$ cat src/rtl/data_mem_responder.sv
// Multi-cycle data-memory responder: latches one load/store, waits LATENCY edges,
// then commits the access and pulses ready for one cycle with an alignment verdict.
module data_mem_responder #(
  parameter int DEPTH_WORDS = 64,
  parameter int LATENCY     = 2
) (
  input  logic        clk,
  input  logic        rst,
  input  logic        MemRead,
  input  logic        MemWrite,
  input  logic [1:0]  SaveMethod,
  input  logic [31:0] addr,
  input  logic [31:0] data_in,
  output logic [31:0] data_out,
  output logic        ready,
  output logic        misaligned
);
  localparam int AW = (DEPTH_WORDS > 1) ? $clog2(DEPTH_WORDS) : 1;
  localparam int CW = $clog2(LATENCY + 1);

  typedef enum logic [1:0] {IDLE, WAIT, RESP} state_t;

  typedef struct packed {
    logic        wr;
    logic [1:0]  sz;
    logic [31:0] a;
    logic [31:0] d;
  } req_t;

  state_t                           r_state;
  logic [CW-1:0]                    r_cnt;
  req_t                             r_req;
  logic [DEPTH_WORDS-1:0][31:0]     r_mem;

  req_t          w_req_in, w_cur;
  logic          w_commit, w_mis, w_unused;
  logic [3:0]    w_be;
  logic [31:0]   w_wdata;
  logic [AW-1:0] w_idx;

  assign w_req_in = '{wr: MemWrite, sz: SaveMethod, a: addr, d: data_in};
  // With LATENCY=1 the commit happens on the accepting edge, so it must see the live request.
  assign w_cur    = (r_state == IDLE) ? w_req_in : r_req;
  assign w_commit = ((r_state == IDLE) && (LATENCY == 1) && (MemRead || MemWrite)) ||
                    ((r_state == WAIT) && (r_cnt == '0));
  assign w_idx    = w_cur.a[AW+1:2];
  assign w_unused = ^w_cur.a[31:AW+2];

  always_comb begin
    w_be    = 4'b1111;
    w_wdata = w_cur.d;
    w_mis   = |w_cur.a[1:0];
    if (w_cur.wr) begin
      case (w_cur.sz)
        2'b00: begin
          w_be    = 4'b0001 << w_cur.a[1:0];
          w_wdata = {4{w_cur.d[7:0]}};
          w_mis   = 1'b0;
        end
        2'b01: begin
          w_be    = w_cur.a[1] ? 4'b1100 : 4'b0011;
          w_wdata = {2{w_cur.d[15:0]}};
          w_mis   = w_cur.a[0];
        end
        default: ;
      endcase
    end
  end

  always_ff @(posedge clk or negedge rst) begin
    if (!rst) begin
      r_state    <= IDLE;
      r_cnt      <= '0;
      r_req      <= '0;
      r_mem      <= '0;
      data_out   <= '0;
      ready      <= 1'b0;
      misaligned <= 1'b0;
    end else begin
      case (r_state)
        IDLE: if (MemRead || MemWrite) begin
          r_req <= w_req_in;
          if (LATENCY == 1) r_state <= RESP;
          else begin
            r_state <= WAIT;
            r_cnt   <= CW'(LATENCY - 2);
          end
        end
        WAIT: if (r_cnt == '0) r_state <= RESP;
              else r_cnt <= r_cnt - CW'(1);
        RESP: begin
          r_state    <= IDLE;
          ready      <= 1'b0;
          misaligned <= 1'b0;
        end
        default: r_state <= IDLE;
      endcase
      if (w_commit) begin
        ready      <= 1'b1;
        misaligned <= w_mis;
        if (!w_mis) begin
          if (w_cur.wr) begin
            for (int i = 0; i < 4; i++)
              if (w_be[i]) r_mem[w_idx][8*i +: 8] <= w_wdata[8*i +: 8];
          end else begin
            data_out <= r_mem[w_idx];
          end
        end
      end
    end
  end
endmodule

$ cat config.mk
export PLATFORM = sky130hd
export DESIGN_NAME = data_mem_responder
export DESIGN_NICKNAME = d
export VERILOG_FILES = /design/src/rtl/data_mem_responder.sv
export SDC_FILE = /design/constraint.sdc
export NUM_CORES = 2
export LEC_CHECK = 0
export BUFFER_PORTS_ARGS = -buffer_cell sky130_fd_sc_hd__buf_4
export CORE_AREA = 3 3 521 316
export DETAILED_ROUTE_END_ITERATION = 16
export DIE_AREA = 0 0 524 319
export GPL_ROUTABILITY_DRIVEN = 0
export PLACE_DENSITY = 0.73
export SYNTH_ARGS = -nofsm -noshare
export SYNTH_HDL_FRONTEND = slang
export SYNTH_SLANG_ARGS = --single-unit
$ cat constraint.sdc
create_clock -name clk -period 3.8 [get_ports clk]
set_input_delay 0.38 -clock clk [delete_from_list [all_inputs] [get_ports clk]]
set_output_delay 0.38 -clock clk [all_outputs]
set_load 0.01 [all_outputs]
==> flow_summary.ini <==
[outcome]
status = finished, final reports clean

[sta]
slew_violations = 0
max_freq_mhz = 271
grt_setup_unrepaired = no
tns_ns = 0
tightest_slew_ns = 1.10
hold_ws_ns = 0.285
setup_viol_count_final = 0
finalCritPeriodShare_pct = 97.1
max_slew_margin_pct = 26.4
finalCriticalPeriod_ns = 3.69
hold_viol = 0
finClkSkew_ns = 0.0371

[floorplan]
fp.dieH_um = 319
design.core.area_mm2 = 0.160
fp-row-count = 114
start_util_pct = 59.7
die_w_um = 524
dieArea_mm2 = 0.167
io_pins = 104

[critical_path]
worst_r2r_startpoint = r_state[0]
cp_num_buf_inv = 3
crit_type = reg -> reg
critical_path_arrival_ns = 4.41
crit_cells = 7
startpoint = r_state[0]
ff2ff_path_depth = 7
cp_data_required_time_ns = 4.52
r2r_slack_ns = 0.11
crit_fanout = 42
cp_common_cell = buf_4
cp_slowest_cell = o22ai_4
path_cells = buf_4, or3b_1, o22ai_4, buf_12, buf_4, nand3_1, o21ai_0
endpoint = r_mem[1985]
critPathMaxStageDelay_ns = 0.76
start_kind = flop
cp_top_family = compound AO/OA/AOI/OAI gates
end_kind = flop
reg2reg_to = r_mem[1985]

[logic_synthesis]
syn_inst = 8502
syn-num-nets = 8573
synth_top_area_share_pct = 55.6
ys_types = 83
synth-warning-count = 0
yosysTopAreaCell = dfrtp_1
yosys-top-cells-area = dfrtp_1, mux2_2, o21ai_0
synth-edff-count = 0
synthFlopType = dfrtp_1
synthesis.area_mm2 = 0.0959
synth_area_per_cell_um2 = 11.3
yosysSeqAreaShare_pct = 55.6
ys_ff_latch = 2129
synthArstFlopShare_pct = 100

[global_routing]
grt_overflow_total = 0
grt_pass1_wl_mm = 451
grt_pass1_vias = 70755
grt_util_all_layers_pct = 35.3
grt_max_degree = 133
antenna_found_initial = 9

[clocking]
cts-htree-levels = 4
clk_pin_slew_ns = 0.07
clock-sinks = 2129
cts_tree = done
clk_latency_ns = 0.84
ctsLongestPathBuffers = 4
root_buffer = clkbuf_16
cts_buffers = 193

[finish]
nets = 8550
area_delta_synth_final_pct = 12.3
stdcell_count = 10770
finish.utilization_pct = 67.1
drive_above_1_share_pct = 23.7
nFillCells = 11567

[route]
wl_mm = 298
ant_nets = 0
routedWlPerCell_um = 27.7
drc = 0
routed_via_density = 6.69
dr_total_vias = 72039
firstDrtPassIters = 7
first_iter_violations = 8987

[pwr]
irDropWorstVdd_v = 0.00134
swShare_pct = 40.9
p_clk_share_pct = 25.7
fin_total_pwr_mw = 78.8
power_frac_comb_pct = 38.5
p_seq_share_pct = 35.8
p_per_area_mw_per_mm2 = 733
p_int_mw = 46.6
leakagePower_nw = 49.7
switchingPower_mw = 32.2

[flow_run]
maxCapViolCount = 0

[placed_design]
place_hpwl_mm = 186
dp.cells = 10385
io_buffers = 79

[hold_path]
hp-class = in -> async
==> layout by cell type (no fill, tap or decap), types with 65 or more instances in the layout <==
cell type,synthesis,layout
mux2i_1,535,516
o21ai_0,1165,1165
mux2_2,1051,1049
a22oi_1,258,258
nor3_4,65,65
nor2_1,211,193
clkbuf_16,0,198
o22ai_1,244,240
nand3_1,154,153
nand2_1,1218,1214
dfrtp_1,2129,2129
a21oi_1,239,230
buf_12,0,90
buf_4,44,341
==> power by group through the flow <==
| stage | sequential [mW] | clock [mW] | combinational [mW] |
|---|---|---|---|
| final | 28.2 | 20.3 | 30.3 |
| after global placement | 28.3 | 0 | 28.8 |
| after floorplan | 27.9 | 0 | 16.5 |
| after CTS | 28.2 | 20.4 | 29.5 |
| after global routing | 28.6 | 21.3 | 31.4 |
| after detailed placement | 28.5 | 0 | 29.4 |
==> flip-flops by register name, indices dropped and copies added, names as in the netlist <==
name        cells
data_out       32
r_cnt           2
r_req          43
r_mem        2048
r_state         2
ready           1
misaligned      1
==> metal layers <==
| layer | part of all wire [%] | routed length (um) | GRT usage (%) |
|---|---|---|---|
| met1 | 41 | 123000 | 51.6 |
| met2 | 43 | 129000 | 50.7 |
| met3 | 12 | 35400 | 10.5 |
| met4 | 3.7 | 10900 | 11.6 |
| met5 | 0.014 | 42 | 0 |
==> per-stage QoR <==
step           area [um2]  worst slack (ns)
2_1_floorplan       95900             0.945
3_3_place_gp       101000             0.136
3_5_place_dp       101000             0.109
4_1_cts            108000             0.235
5_1_grt            108000            0.0248
6_report           108000             0.110
==> Yosys cell counts, types with 16 or more instances <==
cell	n
a2111oi_0	17
a21oi_1	239
a221oi_1	35
a222oi_1	26
a22o_1	28
a22oi_1	258
a31oi_1	37
buf_1	57
buf_2	140
buf_4	44
clkbuf_1	450
dfrtp_1	2129
mux2_2	1051
mux2_4	41
mux2i_1	535
nand2_1	1218
nand2b_1	16
nand3_1	154
nand3_2	54
nand4_1	37
nor2_1	211
nor3_1	19
nor3_4	65
o211ai_1	16
o21a_1	22
o21ai_0	1165
o22ai_1	244
==> what timing repair did <==
action / in CTS / in global routing
gates resized for setup: 0 / 0
endpoints found under the hold margin: 114 / 0
hold buffers: 45 / 0
setup buffers: 0 / 0
==> worst min path at each step <==
stage,cells after the start,slack [ns],from,end
after floorplan,0,0.08,rst,data_out[0]
after detailed placement,1,0.46,rst,r_mem[298]
after global routing,2,0.32,rst,r_mem[298]
after CTS,4,0.25,MemRead,r_req[24]
after global placement,2,0.45,r_mem[1140],r_mem[1140]
final,2,0.29,rst,r_mem[299]
==> layout make-up <==
cell class	instances	area, um2	share of cell area (%)
diodes	1	2.50	0.00233
clock inverters	48	696	0.646
repair buffers	477	4840	4.50
clock buffers	291	5740	5.34
flip-flops and latches	2129	53300	49.5
well taps	2146	2690	2.50
multi-input cells	5672	40300	37.5
inverters	6	22.5	0.0209
==> cells by family after synthesis <==
| group | Yosys count | synth area share (%) |
|---|---|---|
| buf+inv | 701 | 3.12 |
| simple gates | 1850 | 9.13 |
| flops | 2129 | 55.6 |
| xor+xnor | 2 | 0.0183 |
| mux | 1635 | 18.7 |
| fa+ha+maj | 1 | 0.0131 |
| compound gates | 2184 | 13.4 |
Note: power is estimated with default switching activity, not from simulation.
